--- config.mk ---
export PLATFORM = sky130hd
export DESIGN_NAME = uart_rx_framed
export DESIGN_NICKNAME = d
export VERILOG_FILES = /design/src/rtl/uart_rx_framed.sv
export SDC_FILE = /design/constraint.sdc
export NUM_CORES = 1
export LEC_CHECK = 0
export CAP_MARGIN = 20
export CORE_ASPECT_RATIO = 2
export CORE_UTILIZATION = 37
export DETAILED_ROUTE_END_ITERATION = 12
export PLACE_DENSITY_LB_ADDON = 0.08
export REMOVE_ABC_BUFFERS = 1
export SYNTH_ARGS = -nofsm -noshare
export SYNTH_HDL_FRONTEND = slang
export SYNTH_SLANG_ARGS = --single-unit
--- constraint.sdc ---
create_clock -name clk -period 3.3 [get_ports clk]
set_clock_uncertainty 0.2 [all_clocks]
set_input_delay 0.66 -clock clk [delete_from_list [all_inputs] [get_ports clk]]
set_output_delay 0.66 -clock clk [all_outputs]
set_load 0.05 [all_outputs]
--- src/rtl/uart_rx_framed.sv ---
// Oversampling UART receiver with configurable framing, majority voting and a
// single-entry valid/ready output buffer carrying per-word error flags.
module uart_rx_framed #(
    parameter int N           = 8,
    parameter int STOP_BITS   = 1,
    parameter int PARITY_MODE = 0,
    parameter int OVERSAMPLE  = 16,
    parameter int SYNC_STAGES = 2
) (
    input  logic         clk,
    input  logic         reset,
    input  logic         tick,
    input  logic         rx,
    output logic [N-1:0] data_out,
    output logic         valid,
    input  logic         ready,
    output logic         parity_err,
    output logic         frame_err,
    output logic         overrun,
    output logic         busy,
    output logic [2:0]   state_leds
);

    localparam int CW = $clog2(OVERSAMPLE);
    localparam logic [CW-1:0] HALF_M1 = CW'(OVERSAMPLE / 2 - 1);
    localparam logic [CW-1:0] SAMP_A  = CW'(OVERSAMPLE - 3);
    localparam logic [CW-1:0] SAMP_B  = CW'(OVERSAMPLE - 2);
    localparam logic [CW-1:0] LAST    = CW'(OVERSAMPLE - 1);
    localparam logic [3:0] DATA_LAST  = 4'(N - 1);
    localparam logic [3:0] STOP_LAST  = 4'(STOP_BITS - 1);
    localparam logic ODD_PARITY       = (PARITY_MODE == 2);

    typedef enum logic [2:0] {
        IDLE   = 3'd0,
        START  = 3'd1,
        DATA   = 3'd2,
        PARITY = 3'd3,
        STOP   = 3'd4
    } state_t;

    state_t          state_reg, state_next;
    logic [CW-1:0]   tick_cnt_reg, tick_cnt_next;
    logic [3:0]      bit_cnt_reg, bit_cnt_next;
    logic [N-1:0]    shift_reg, shift_next;
    logic [1:0]      samp_reg, samp_next;
    logic            perr_reg, perr_next;
    logic            ferr_reg, ferr_next;
    logic            done_reg, done_next;
    logic            done_ferr_reg, done_ferr_next;

    logic [SYNC_STAGES-1:0] sync_reg;
    logic                   rx_s;
    logic                   voted;

    logic [N-1:0] data_out_reg;
    logic         valid_reg;
    logic         parity_err_reg;
    logic         frame_err_reg;
    logic         overrun_reg;

    // Synchroniser resets to the idle (high) line level so reset never looks like a start bit.
    always_ff @(posedge clk) begin
        if (reset) begin
            sync_reg <= '1;
        end else begin
            sync_reg <= {sync_reg[SYNC_STAGES-2:0], rx};
        end
    end

    assign rx_s  = sync_reg[SYNC_STAGES-1];
    assign voted = (samp_reg[0] & samp_reg[1]) | (samp_reg[0] & rx_s) | (samp_reg[1] & rx_s);

    always_ff @(posedge clk) begin
        if (reset) begin
            state_reg     <= IDLE;
            tick_cnt_reg  <= '0;
            bit_cnt_reg   <= '0;
            shift_reg     <= '0;
            samp_reg      <= '0;
            perr_reg      <= 1'b0;
            ferr_reg      <= 1'b0;
            done_reg      <= 1'b0;
            done_ferr_reg <= 1'b0;
        end else begin
            state_reg     <= state_next;
            tick_cnt_reg  <= tick_cnt_next;
            bit_cnt_reg   <= bit_cnt_next;
            shift_reg     <= shift_next;
            samp_reg      <= samp_next;
            perr_reg      <= perr_next;
            ferr_reg      <= ferr_next;
            done_reg      <= done_next;
            done_ferr_reg <= done_ferr_next;
        end
    end

    always_comb begin
        state_next     = state_reg;
        tick_cnt_next  = tick_cnt_reg;
        bit_cnt_next   = bit_cnt_reg;
        shift_next     = shift_reg;
        samp_next      = samp_reg;
        perr_next      = perr_reg;
        ferr_next      = ferr_reg;
        done_next      = 1'b0;
        done_ferr_next = done_ferr_reg;

        case (state_reg)
            IDLE: begin
                if (!rx_s) begin
                    state_next    = START;
                    tick_cnt_next = '0;
                end
            end

            START: begin
                if (tick) begin
                    if (tick_cnt_reg == HALF_M1) begin
                        tick_cnt_next = '0;
                        if (!rx_s) begin
                            state_next   = DATA;
                            bit_cnt_next = '0;
                            perr_next    = 1'b0;
                            ferr_next    = 1'b0;
                        end else begin
                            state_next = IDLE;
                        end
                    end else begin
                        tick_cnt_next = tick_cnt_reg + 1'b1;
                    end
                end
            end

            DATA, PARITY, STOP: begin
                if (tick) begin
                    tick_cnt_next = (tick_cnt_reg == LAST) ? '0 : tick_cnt_reg + 1'b1;
                    if (tick_cnt_reg == SAMP_A) samp_next[0] = rx_s;
                    if (tick_cnt_reg == SAMP_B) samp_next[1] = rx_s;

                    // Third sample is taken live; the bit is decided on this tick.
                    if (tick_cnt_reg == LAST) begin
                        if (state_reg == DATA) begin
                            shift_next = {voted, shift_reg[N-1:1]};
                            if (bit_cnt_reg == DATA_LAST) begin
                                bit_cnt_next = '0;
                                state_next   = (PARITY_MODE != 0) ? PARITY : STOP;
                            end else begin
                                bit_cnt_next = bit_cnt_reg + 1'b1;
                            end
                        end else if (state_reg == PARITY) begin
                            perr_next    = (^shift_reg) ^ voted ^ ODD_PARITY;
                            bit_cnt_next = '0;
                            state_next   = STOP;
                        end else begin
                            if (!voted) ferr_next = 1'b1;
                            if (bit_cnt_reg == STOP_LAST) begin
                                bit_cnt_next   = '0;
                                state_next     = IDLE;
                                done_next      = 1'b1;
                                done_ferr_next = ferr_reg | ~voted;
                            end else begin
                                bit_cnt_next = bit_cnt_reg + 1'b1;
                            end
                        end
                    end
                end
            end

            default: begin
                state_next = IDLE;
            end
        endcase
    end

    // Output buffer: a completed frame is taken only if the slot is free or being drained.
    always_ff @(posedge clk) begin
        if (reset) begin
            data_out_reg   <= '0;
            valid_reg      <= 1'b0;
            parity_err_reg <= 1'b0;
            frame_err_reg  <= 1'b0;
            overrun_reg    <= 1'b0;
        end else if (done_reg) begin
            if (!valid_reg || ready) begin
                data_out_reg   <= shift_reg;
                parity_err_reg <= perr_reg;
                frame_err_reg  <= done_ferr_reg;
                valid_reg      <= 1'b1;
                overrun_reg    <= 1'b0;
            end else begin
                overrun_reg <= 1'b1;
            end
        end else if (valid_reg && ready) begin
            valid_reg      <= 1'b0;
            parity_err_reg <= 1'b0;
            frame_err_reg  <= 1'b0;
            overrun_reg    <= 1'b0;
        end
    end

    assign data_out   = data_out_reg;
    assign valid      = valid_reg;
    assign parity_err = parity_err_reg;
    assign frame_err  = frame_err_reg;
    assign overrun    = overrun_reg;
    assign busy       = (state_reg != IDLE);
    assign state_leds = state_reg;

endmodule

==> flow_summary.html <==
<table>
<tr><th>Metric</th><th>Value</th></tr>
<tr><th colspan="2">STA</th></tr>
<tr><td>Total of endpoints with negative setup slack in the final report</td><td>0</td></tr>
<tr><td>Final sum of negative setup slack</td><td>0 ps</td></tr>
<tr><td>Actual transition at the worst max-transition pin</td><td>644 ps</td></tr>
<tr><td>Worst-case setup margin in the final layout</td><td>390 ps</td></tr>
<tr><td>Headroom to the max-slew limit</td><td>57.0%</td></tr>
<tr><td>Final worst path period share</td><td>88.2%</td></tr>
<tr><td>Unrepaired setup endpoints after global routing</td><td>no</td></tr>
<tr><td>Pins over their slew limit</td><td>0</td></tr>
<tr><td>Max Clk Rate</td><td>344 MHz</td></tr>
<tr><td>Final-report hold violation count</td><td>0</td></tr>
<tr><td>Clock period minus final worst setup slack</td><td>2910 ps</td></tr>
<tr><th colspan="2">Clock network</th></tr>
<tr><td>Resize count post-CTS</td><td>0</td></tr>
<tr><td>H-Tree Level Count</td><td>2</td></tr>
<tr><td>Clock tree root driver cell</td><td>sky130_fd_sc_hd__clkbuf_8</td></tr>
<tr><td>Number of buffers inserted during clock tree synthesis</td><td>5</td></tr>
<tr><td>Sinks on the clock net</td><td>39</td></tr>
<tr><td>Post CTS Setup Buffer Count</td><td>0</td></tr>
<tr><td>Clock insertion delay at the later pin of the skew report</td><td>290 ps</td></tr>
<tr><td>Clock buffer depth</td><td>2</td></tr>
<tr><td>Cts-stage hold buffer count</td><td>0</td></tr>
<tr><td>CTS tree</td><td>done</td></tr>
<tr><td>CTS clk-pin slew, worst paths</td><td>80 ps</td></tr>
<tr><th colspan="2">Worst setup path</th></tr>
<tr><td>CP bufs+invs</td><td>1</td></tr>
<tr><td>Setup slack, reg-to-reg</td><td>820 ps</td></tr>
<tr><td>Worst R2R End</td><td>done_ferr_reg</td></tr>
<tr><td>Cell depth of the worst flop-to-flop path</td><td>5</td></tr>
<tr><td>Crit path max-delay cell type</td><td>sky130_fd_sc_hd__clkdlybuf4s50_1</td></tr>
<tr><td>Startpoint of the worst-slack reg-to-reg timing path</td><td>state_leds[2]</td></tr>
<tr><td>Worst EP arrival</td><td>2050 ps</td></tr>
<tr><td>Cell chain of the critical path</td><td>or3_1, clkdlybuf4s50_1</td></tr>
<tr><td>Maximum net fanout on the critical path</td><td>21</td></tr>
<tr><td>Worst Setup Start Kind</td><td>flip-flop</td></tr>
<tr><td>Top cell family by delay on the critical path</td><td>buffers and inverters</td></tr>
<tr><td>Capturing element type of the critical path</td><td>output pin</td></tr>
<tr><td>Delay contributed by the slowest stage of the critical path</td><td>800 ps</td></tr>
<tr><td>Required time of the critical path</td><td>2440 ps</td></tr>
<tr><td>Type of the worst setup path</td><td>flip-flop to output pin</td></tr>
<tr><th colspan="2">Synthesis</th></tr>
<tr><td>Post-synthesis share of cell area spent on and, or, nand and nor gates</td><td>25.0%</td></tr>
<tr><td>Fraction of the yosys area taken by sequential cells</td><td>41.1%</td></tr>
<tr><td>Cell taking the most area after synthesis</td><td>sky130_fd_sc_hd__dfxtp_1</td></tr>
<tr><td>Average instance area after synthesis</td><td>8.49 um2</td></tr>
<tr><td>Mapped cell area</td><td>1900 um2</td></tr>
<tr><td>Adder-cell share of the synthesized area</td><td>3.82%</td></tr>
<tr><td>Primary FF master, synth</td><td>sky130_fd_sc_hd__dfxtp_1</td></tr>
<tr><td>Number of enable-type register cells in the synthesized netlist</td><td>0</td></tr>
<tr><td>Parity-gate share of the synthesized area counting xor and xnor cells</td><td>3.95%</td></tr>
<tr><td>Biggest area contributors in the synthesized netlist</td><td>sky130_fd_sc_hd__dfxtp_1 (41%), sky130_fd_sc_hd__a21oi_1 (6.3%), sky130_fd_sc_hd__mux2i_1 (5.3%), sky130_fd_sc_hd__nand2_1 (4.7%), sky130_fd_sc_hd__nand3_1 (3.9%)</td></tr>
<tr><td>Number of instances in the synthesized netlist</td><td>224</td></tr>
<tr><td>Post-synthesis sequential element count</td><td>39</td></tr>
<tr><td>Share of the synthesized area in the top cell type</td><td>41.1%</td></tr>
<tr><td>Share of synthesized flip-flops with an asynchronous set or reset</td><td>0%</td></tr>
<tr><td>Combinational family with the most area after synthesis</td><td>simple AND/OR/NAND/NOR gates</td></tr>
<tr><td>Synthesis Warnings</td><td>0</td></tr>
<tr><td>Share of synthesized area spent on multiplexers</td><td>5.26%</td></tr>
<tr><td>Compound-cell area share of the yosys netlist</td><td>16.5%</td></tr>
<tr><td>Number of library cell types mapped by synthesis</td><td>46</td></tr>
<tr><th colspan="2">Floorplanning</th></tr>
<tr><td>Die span in y</td><td>103 um</td></tr>
<tr><td>Die outline area</td><td>5450 um2</td></tr>
<tr><td>Ports</td><td>21</td></tr>
<tr><td>Initial Util</td><td>38.7%</td></tr>
<tr><td>Horizontal die dimension</td><td>52.7 um</td></tr>
<tr><td>Core region area</td><td>4910 um2</td></tr>
<tr><td>Num rows</td><td>36</td></tr>
<tr><th colspan="2">GRT</th></tr>
<tr><td>Remaining global-route overflow</td><td>0</td></tr>
<tr><td>Antenna violations before repair</td><td>0</td></tr>
<tr><td>Pin count of the biggest net entering global routing</td><td>40</td></tr>
<tr><td>Global-route wire length before repair</td><td>6.57 mm</td></tr>
<tr><td>Combined global-route utilization of all metal layers</td><td>16.3%</td></tr>
<tr><td>Vias in the first global route</td><td>1421</td></tr>
<tr><th colspan="2">Min path</th></tr>
<tr><td>Worst hold-check path type</td><td>flip-flop to flip-flop</td></tr>
<tr><td>Worst hold path cell count</td><td>1</td></tr>
<tr><td>Hold Crit Start</td><td>sync_reg[0]</td></tr>
<tr><td>Hold worst-path end</td><td>sync_reg[1]</td></tr>
<tr><th colspan="2">Placement</th></tr>
<tr><td>Pre-CTS setup slack</td><td>640 ps</td></tr>
<tr><td>Placed wire-length estimate</td><td>2.83 mm</td></tr>
<tr><td>Global placement routability congestion</td><td>0.758</td></tr>
<tr><td>Number of port buffers</td><td>20</td></tr>
<tr><th colspan="2">Route</th></tr>
<tr><td>Per-cell via count in the routed design</td><td>5.34</td></tr>
<tr><td>Post-detailed-route count of antenna-violating nets</td><td>0</td></tr>
<tr><td>Total via count in the routed design</td><td>1598</td></tr>
<tr><td>Routed len/inst</td><td>13.2 um</td></tr>
<tr><td>Residual DRC</td><td>0</td></tr>
<tr><td>DRC violation total after the first TritonRoute iteration</td><td>33</td></tr>
<tr><td>DR pass1 iterations</td><td>4</td></tr>
<tr><td>Post-Route WL</td><td>3.95 mm</td></tr>
<tr><th colspan="2">Power and ir drop</th></tr>
<tr><td>Max VDD drop</td><td>236 uV</td></tr>
<tr><td>Ratio of total power to cell area</td><td>383 nW/um2</td></tr>
<tr><td>Leakage power figure</td><td>0.816 nW</td></tr>
<tr><td>Tot Pwr</td><td>0.856 mW</td></tr>
<tr><th colspan="2">Final layout</th></tr>
<tr><td>Leading cell type in the layout, fill and taps excluded</td><td>sky130_fd_sc_hd__dfxtp_1</td></tr>
<tr><td>Number of antenna diodes</td><td>0</td></tr>
<tr><td>Layout cell share with drive strength beyond 1</td><td>6.61%</td></tr>
<tr><td>Multi-input combinational cell area</td><td>1040 um2</td></tr>
<tr><td>Fin nets</td><td>251</td></tr>
<tr><td>Seq. cell area</td><td>781 um2</td></tr>
<tr><td>Commonest cells after routing, fill and taps aside</td><td>sky130_fd_sc_hd__dfxtp_1 (39), sky130_fd_sc_hd__a21oi_1 (24), sky130_fd_sc_hd__nand2_1 (24)</td></tr>
<tr><td>Area added between synthesis and finish</td><td>17.5%</td></tr>
<tr><td>Total of fill cells in the finished design</td><td>519</td></tr>
<tr><th colspan="2">Flow run</th></tr>
<tr><td>Reported max-cap violation count</td><td>0</td></tr>
<tr><th colspan="2">Status</th></tr>
<tr><td>Outcome</td><td>completed</td></tr>
</table>
[worst register-to-register path, stage by stage, from the launching register on]
cell and delay, ps:
sky130_fd_sc_hd__dfxtp_1 740, sky130_fd_sc_hd__or3b_4 500, sky130_fd_sc_hd__a21oi_1 390, sky130_fd_sc_hd__nand4_1 240, sky130_fd_sc_hd__nor3b_1 230, sky130_fd_sc_hd__nor3_1 60
[worst max-delay path by stage]
stage          depth (start not counted)              to  slack [ps]          start
3_3_place_gp                           5  bit_cnt_reg[3]         680           tick
3_5_place_dp                           5  bit_cnt_reg[3]         640           tick
4_1_cts                                2            busy         400  state_leds[2]
5_1_grt                                2            busy         310  state_leds[2]
6_report                               2            busy         390  state_leds[2]
2_1_floorplan                          4  bit_cnt_reg[3]         810  state_leds[2]
[report_power, final]
group | switching [mW] | internal, mW | total (mW)
clock network | 0.159 | 0.191 | 0.350
registers | 0.00403 | 0.472 | 0.476
logic | 0.0183 | 0.0117 | 0.0300
[cell type report]
type | count | share of cell area, %
Clock buffer | 8 | 4.48
Inverter | 8 | 1.34
Tap cell | 57 | 3.19
Timing Repair Buffer | 22 | 9.63
Sequential cell | 39 | 34.9
Multi-Input combinational cell | 165 | 46.4
[metrics by stage]
step	area, um2	util [%]	cells	hold WS [ps]
final	2230	45.5	299	214
after detailed placement	2130	43.5	291	199
after global placement	2130	43.5	291	195
after CTS	2230	45.5	299	220
after global routing	2230	45.5	299	252
after floorplan	1850	-	212	189
[cells in the mapped netlist, drive strengths merged (5+ instances only)]
cell type / number
xnor2: 6
o21ai: 5
nand2: 24
nor3: 5
ha: 5
nand3: 15
mux2i: 10
nor2: 20
inv: 8
a21oi: 24
dfxtp: 39
clkbuf: 8
[metal layers]
| layer | vias to the layer above | track usage [%] | wire length (um) |
|---|---|---|---|
| met3 | 8 | 3.51 | 104 |
| met4 | 0 | 7.89 | 88 |
| li1 | 819 | - | - |
| met5 | - | 0 | 0 |
| met1 | 736 | 17.0 | 1660 |
| met2 | 35 | 29.7 | 2100 |
[kinds of logic (layout without fill, tap and decap cells)]
| logic type | count (synthesis) | after routing |
|---|---|---|
| AOI/OAI and AO/OA | 49 | 49 |
| muxes | 10 | 10 |
| buffers and inverters | 20 | 38 |
| DFF | 39 | 39 |
| xor gates and xnor gates | 7 | 7 |
| adders and majority gates | 6 | 6 |
| and+or+nand+nor | 93 | 93 |
Power figures use the tool's default switching activity.
==> RTL change 1 (same flow settings) <==
Take the reset off `shift_reg` and load it in a clocked block of its own.
--- a/src/rtl/uart_rx_framed.sv
+++ b/src/rtl/uart_rx_framed.sv
@@ -75,7 +75,6 @@
             state_reg     <= IDLE;
             tick_cnt_reg  <= '0;
             bit_cnt_reg   <= '0;
-            shift_reg     <= '0;
             samp_reg      <= '0;
             perr_reg      <= 1'b0;
             ferr_reg      <= 1'b0;
@@ -85,13 +84,16 @@
             state_reg     <= state_next;
             tick_cnt_reg  <= tick_cnt_next;
             bit_cnt_reg   <= bit_cnt_next;
-            shift_reg     <= shift_next;
             samp_reg      <= samp_next;
             perr_reg      <= perr_next;
             ferr_reg      <= ferr_next;
             done_reg      <= done_next;
             done_ferr_reg <= done_ferr_next;
         end
+    end
+
+    always_ff @(posedge clk) begin
+        shift_reg <= shift_next;
     end
 
     always_comb begin
Function: no difference found for any inputs over 10 cycles, from zero or initial values and one cycle with reset high; that may be too few to reach the edited logic, so the function may still have changed.
==> RTL change 1 against the original RTL <==
Combinational power up 97%. Worst setup slack better by 0.025 ns. Highest routed layer unchanged. Area after synthesis down 1.1%. Critical path type unchanged. Total power up 10%. Largest cell class unchanged. Register-to-register slack worse by 0.12 ns. Sequential cell count unchanged. Routed wire length up 0.43%. Final area up 0.11%. Worst hold slack better by 0.0033 ns.
==> RTL change 1: results (changes against the original RTL) <==
* Outcome: completed
* TritonCTS buffer count at 5 (unchanged)
* Nets@finish at 231 (-8.0%)
* Buffers added on ports at 20 (unchanged)
* DP Worst Slack at 0.434 ns (-0.206 ns)
* Main synth FF type: dfxtp_1
* Maximum VDD drop at 244 uV (+3.3%)
* Worst-path clk slew at approximately 0.07 ns
* GRT Util Overall at 0.168 (+0.00518)
* RR Startpoint: tick_cnt_reg[0]
* Worst path max stage delay at 0.72 ns (-0.08 ns)
* Worst R2R Path Depth at 6 (+1)
* Yosys Warn Count at 0 (unchanged)
* Vias at 1,476 (-7.6%)
* Largest cells by area after synthesis: dfxtp_1 (33%), edfxtp_1 (13%), a21oi_1 (4.8%)
* Max-slew headroom at 0.383 (-0.187)
* Critical Path End: busy
* Worst EP arrival at 2.03 ns (-0.02 ns)
* Layout cells sized above 1 at 0.0901 (+0.0240)
* Detailed Place HPWL at 2960 um (+4.8%)
* Slowest CP cell: clkdlybuf4s50_1
* Filler cell count at 492 (-5.2%)
* Routed WL per cell at 14.2 um (+7.6%)
* GPL Wtd Cong at 0.778 (+2.7%)
* Synth unique cells at 50 (+8.7%)
* Router iterations before antenna repair at 4 (unchanged)
* CTS root buf: clkbuf_8
* First-pass GRT wire length at 6740 um (+2.6%)
* # resized after CTS at 0 (unchanged)
* Largest net degree at the start of global routing at 25 (-38%)
* Clock latency on the worst-skew pair at 0.29 ns (about the same)
* FFs w/ async S/R, synth at 0 (unchanged)
* Hold Crit Class: reg2reg
* List of most frequent post-synthesis cells: dfxtp_1 (31), a21oi_1 (18), nand2_1 (18), nand3_1 (16)
* Crit Path Max Fanout at 15 (-29%)
* H-tree Lvls at 2 (unchanged)
* Max clock buf depth at 2 (unchanged)
* Leakage power at 0.774 nW (-5.1%)
* EDFF count, synth at 8 (+8)
* Worst reg2reg endpoint: tick_cnt_reg[3]
* Setup slack, reg-to-reg at 0.70 ns (-0.12 ns)
* Top Family by Delay on Critical Path: buffers and inverters
* DP Area at 2120 um^2 (-0.47%)
* Post-CTS Setup Bufs at 0 (unchanged)
* DR iter-0 viols at 22 (-33%)
* Crit. Startpoint: state_leds[1]
* Diode count at 0 (unchanged)
* Antenna violations before repair at 0 (unchanged)
* Sequential share of the synthesized area at 0.458 (+0.0472)
* Setup slack after layout at 0.415 ns (+0.0250 ns)
## RTL change 1: cell count changes after synthesis, moves of 4 or more
cell,before,now
a21oi_1,24,18
dfxtp_1,39,31
nand2_1,24,18
nor2_1,20,12
edfxtp_1,0,8
inv_1,8,12
mux2i_1,10,6
## RTL change 1: layout make-up
type                            instances  share of cell area
Timing Repair Buffer                   23              0.0996
Clock inverter                          3              0.0196
Tap cell                               57              0.0319
Sequential cell                        39               0.385
Clock buffer                            5              0.0308
Multi-Input combinational cell        140               0.413
Inverter                               12              0.0201
## RTL change 1: stage by stage
stage | util | std cells
2_1_floorplan | - | 191
3_3_place_gp | 0.437 | 271
3_5_place_dp | 0.437 | 271
4_1_cts | 0.460 | 279
5_1_grt | 0.460 | 279
6_report | 0.460 | 279
## RTL change 1: metal layers
layer,vias up,track usage,part of all wire
li1,742,-,-
met1,696,0.173,0.40
met2,29,0.309,0.55
met3,9,0.0324,0.026
met4,0,0.0850,0.024
met5,-,0,0
## RTL change 1: worst min path at each step
stage | from | end | slack (ns) | cells past startpoint
after floorplan | sync_reg[0] | sync_reg[1] | 0.19 | 1
after global routing | sync_reg[0] | sync_reg[1] | 0.23 | 1
after CTS | sync_reg[0] | sync_reg[1] | 0.22 | 1
after detailed placement | sync_reg[0] | sync_reg[1] | 0.20 | 1
final | sync_reg[0] | sync_reg[1] | 0.22 | 1
after global placement | sync_reg[0] | sync_reg[1] | 0.19 | 1
## RTL change 1: logic make-up after synthesis
family	synth area share
adder cells (fa/ha/maj)	0.0386
XOR/XNOR	0.0373
multiplexers	0.0319
AO/OA/AOI/OAI	0.162
AND/OR/NAND/NOR	0.222
buffers and inverters	0.0506
flip-flops	0.458
## RTL change 1: power by group
group | total (mW) | switching [mW] | leakage (nW) | internal [mW]
Combinational | 0.0590 | 0.0353 | 0.373 | 0.0237
Sequential | 0.493 | 0.00634 | 0.343 | 0.487
Clock | 0.391 | 0.166 | 0.0581 | 0.225
==> RTL change 2 (same flow settings) <==
Made on the original files. Change the parameter `OVERSAMPLE` from 16 to 64.
--- a/src/rtl/uart_rx_framed.sv
+++ b/src/rtl/uart_rx_framed.sv
@@ -4,7 +4,7 @@
     parameter int N           = 8,
     parameter int STOP_BITS   = 1,
     parameter int PARITY_MODE = 0,
-    parameter int OVERSAMPLE  = 16,
+    parameter int OVERSAMPLE  = 64,
     parameter int SYNC_STAGES = 2
 ) (
     input  logic         clk,
Function: no difference found for any inputs over 10 cycles, from zero or initial values and one cycle with reset high; that may be too few to reach the edited logic, so the function may still have changed.
==> RTL change 2 against the original RTL <==
Register-to-register slack improved by 0.08 ns. Final area grew 15%. Area after synthesis grew 13%. Routed wire length up 35%. Sequential cell count is 2 higher. Worst setup slack gained 0.017 ns. Critical path depth rose by 2.
Power is not compared: it rests on default switching activity, and its combinational part moved more than twofold at a synthesized area within 25%.
==> RTL change 2: results (changes against the original RTL) <==
* Outcome: completed
* GRT Util Overall at 0.191 (+0.0279)
* Crit Path Max Fanout at 5 (-76%)
* Leakage power at 0.927 nW
* Worst reg2reg endpoint: ferr_reg
* Largest cells by area after synthesis: dfxtp_1 (38%), a21oi_1 (6.0%), nand2_1 (5.2%)
* Hold path endpoint: sync_reg[1]
* Met2 wire length at 3040 um (+45%)
* List of most frequent post-synthesis cells: dfxtp_1 (41), nand2_1 (30), a21oi_1 (26), nor2_1 (21), mux2i_1 (11)
* RR Startpoint: tick_cnt_reg[0]
* Compound-gate portion of the synthesized area at 0.187 (+0.0214)
* Detailed Place HPWL at 4040 um (+43%)
* Post-Synth XOR/XNOR Area at 0.0349 (-0.00461)
* Via density at 5.58 (+4.4%)
* H-tree Lvls at 2 (unchanged)
* First-pass GRT wire length at 8940 um (+36%)
* Diode count at 0 (unchanged)
* Worst Max-Slew Pin Slew at 0.613 ns (-0.0314 ns)
* Router iterations before antenna repair at 4 (unchanged)
* GR Util met1 at 0.190 (+0.0202)
* TritonCTS buffer count at 5 (unchanged)
* Main synth FF type: dfxtp_1
* Worst EP arrival at 2.03 ns (-0.02 ns)
* Highest routed metal layer: met4
* Grt met2 use at 0.372 (+0.0748)
* GPL Wtd Cong at 0.858 (+13%)
* Max clock buf depth at 2 (unchanged)
* Clock latency on the worst-skew pair at 0.28 ns
* Filler cell count at 576 (+11%)
* Hold Crit Class: reg2reg
* Synth unique cells at 55 (+20%)
* Post-synthesis mux area share at 0.0511 (-0.00150)
* Buffers added on ports at 20 (unchanged)
* FFs w/ async S/R, synth at 0 (unchanged)
* Worst hold stages at 1 (unchanged)
* Global Route met3 Usage at 0.0212 (-0.0139)
* Antenna violations before repair at 0 (unchanged)
* Hold Crit Start: sync_reg[0]
* Yosys Warn Count at 0 (unchanged)
* # resized after CTS at 0 (unchanged)
* Crit. Startpoint: state_leds[0]
* Layout cells sized above 1 at 0.0912 (+0.0251)
* Met3 wire length at 144 um (+38%)
* CTS root buf: clkbuf_16
* Worst-path clk slew at 0.06 ns (-0.02 ns)
* Worst R2R Path Depth at 6 (+1)
* Routed WL at 5330 um (+35%)
* Setup slack, reg-to-reg at 0.90 ns (+0.08 ns)
* DR iter-0 viols at 59 (+79%)
* Nets@finish at 283 (+13%)
* Wl on met1 at 1940 um (+17%)
* Largest net degree at the start of global routing at 22 (-45%)
* Post-synthesis adder-cell area fraction at 0.0337 (-0.00446)
* Maximum VDD drop at 365 uV
* Vias in the first global route at 1,821 (+28%)
* Sequential share of the synthesized area at 0.381 (-0.0294)
* Post-CTS Setup Bufs at 0 (unchanged)
## RTL change 2: changes by cell type in the layout (fill, tap and decap cells not counted), sizes merged, moves of 3 or more
cell / change
nand2: +7
nand3: -7
or4: +5
a221oi: +4
o21ai: +4
a21oi: +3
buf: +3
inv: +3
## RTL change 2: area by class of cell
| cell class | instances | area (um^2) | share of cell area |
|---|---|---|---|
| clock buffer | 6 | 139 | 0.0541 |
| sequential | 41 | 821 | 0.320 |
| inverter | 11 | 41.3 | 0.0161 |
| clock inverter | 2 | 37.5 | 0.0146 |
| tap | 61 | 76.3 | 0.0298 |
| multi-input combinational | 189 | 1210 | 0.473 |
| timing repair buffer | 25 | 238 | 0.0927 |
## RTL change 2: where the power goes
part | internal [mW] | switching (mW)
logic | 0.0231 | 0.0498
clock network | 0.377 | 0.199
registers | 0.497 | 0.00315
## RTL change 2: critical path: stages, from the launching register on
cell             delay (ns)
dfxtp_1                0.34
or2_1                  0.29
nor2_1                 0.32
inv_1                  0.08
clkdlybuf4s50_1        0.71
## RTL change 2: how the worst max path moves through the flow
stage          depth (start not counted)               to  slack (ns)
2_1_floorplan                          5         ferr_reg        0.91
3_3_place_gp                           4             busy        0.67
3_5_place_dp                           6  tick_cnt_reg[3]        0.68
4_1_cts                                4             busy        0.40
5_1_grt                                4             busy        0.37
6_report                               4             busy        0.41
## RTL change 2: per-stage QoR
step                      cell area [um^2]  cells  setup slack, ns  hold slack, ns   util
after global placement                2390    327            0.673           0.190  0.422
after CTS                             2560    335            0.395           0.214  0.453
final                                 2560    335            0.406           0.209  0.453
after floorplan                       2070    241            0.906           0.189      -
after detailed placement              2390    327            0.678           0.200  0.422
after global routing                  2560    335            0.368           0.215  0.453
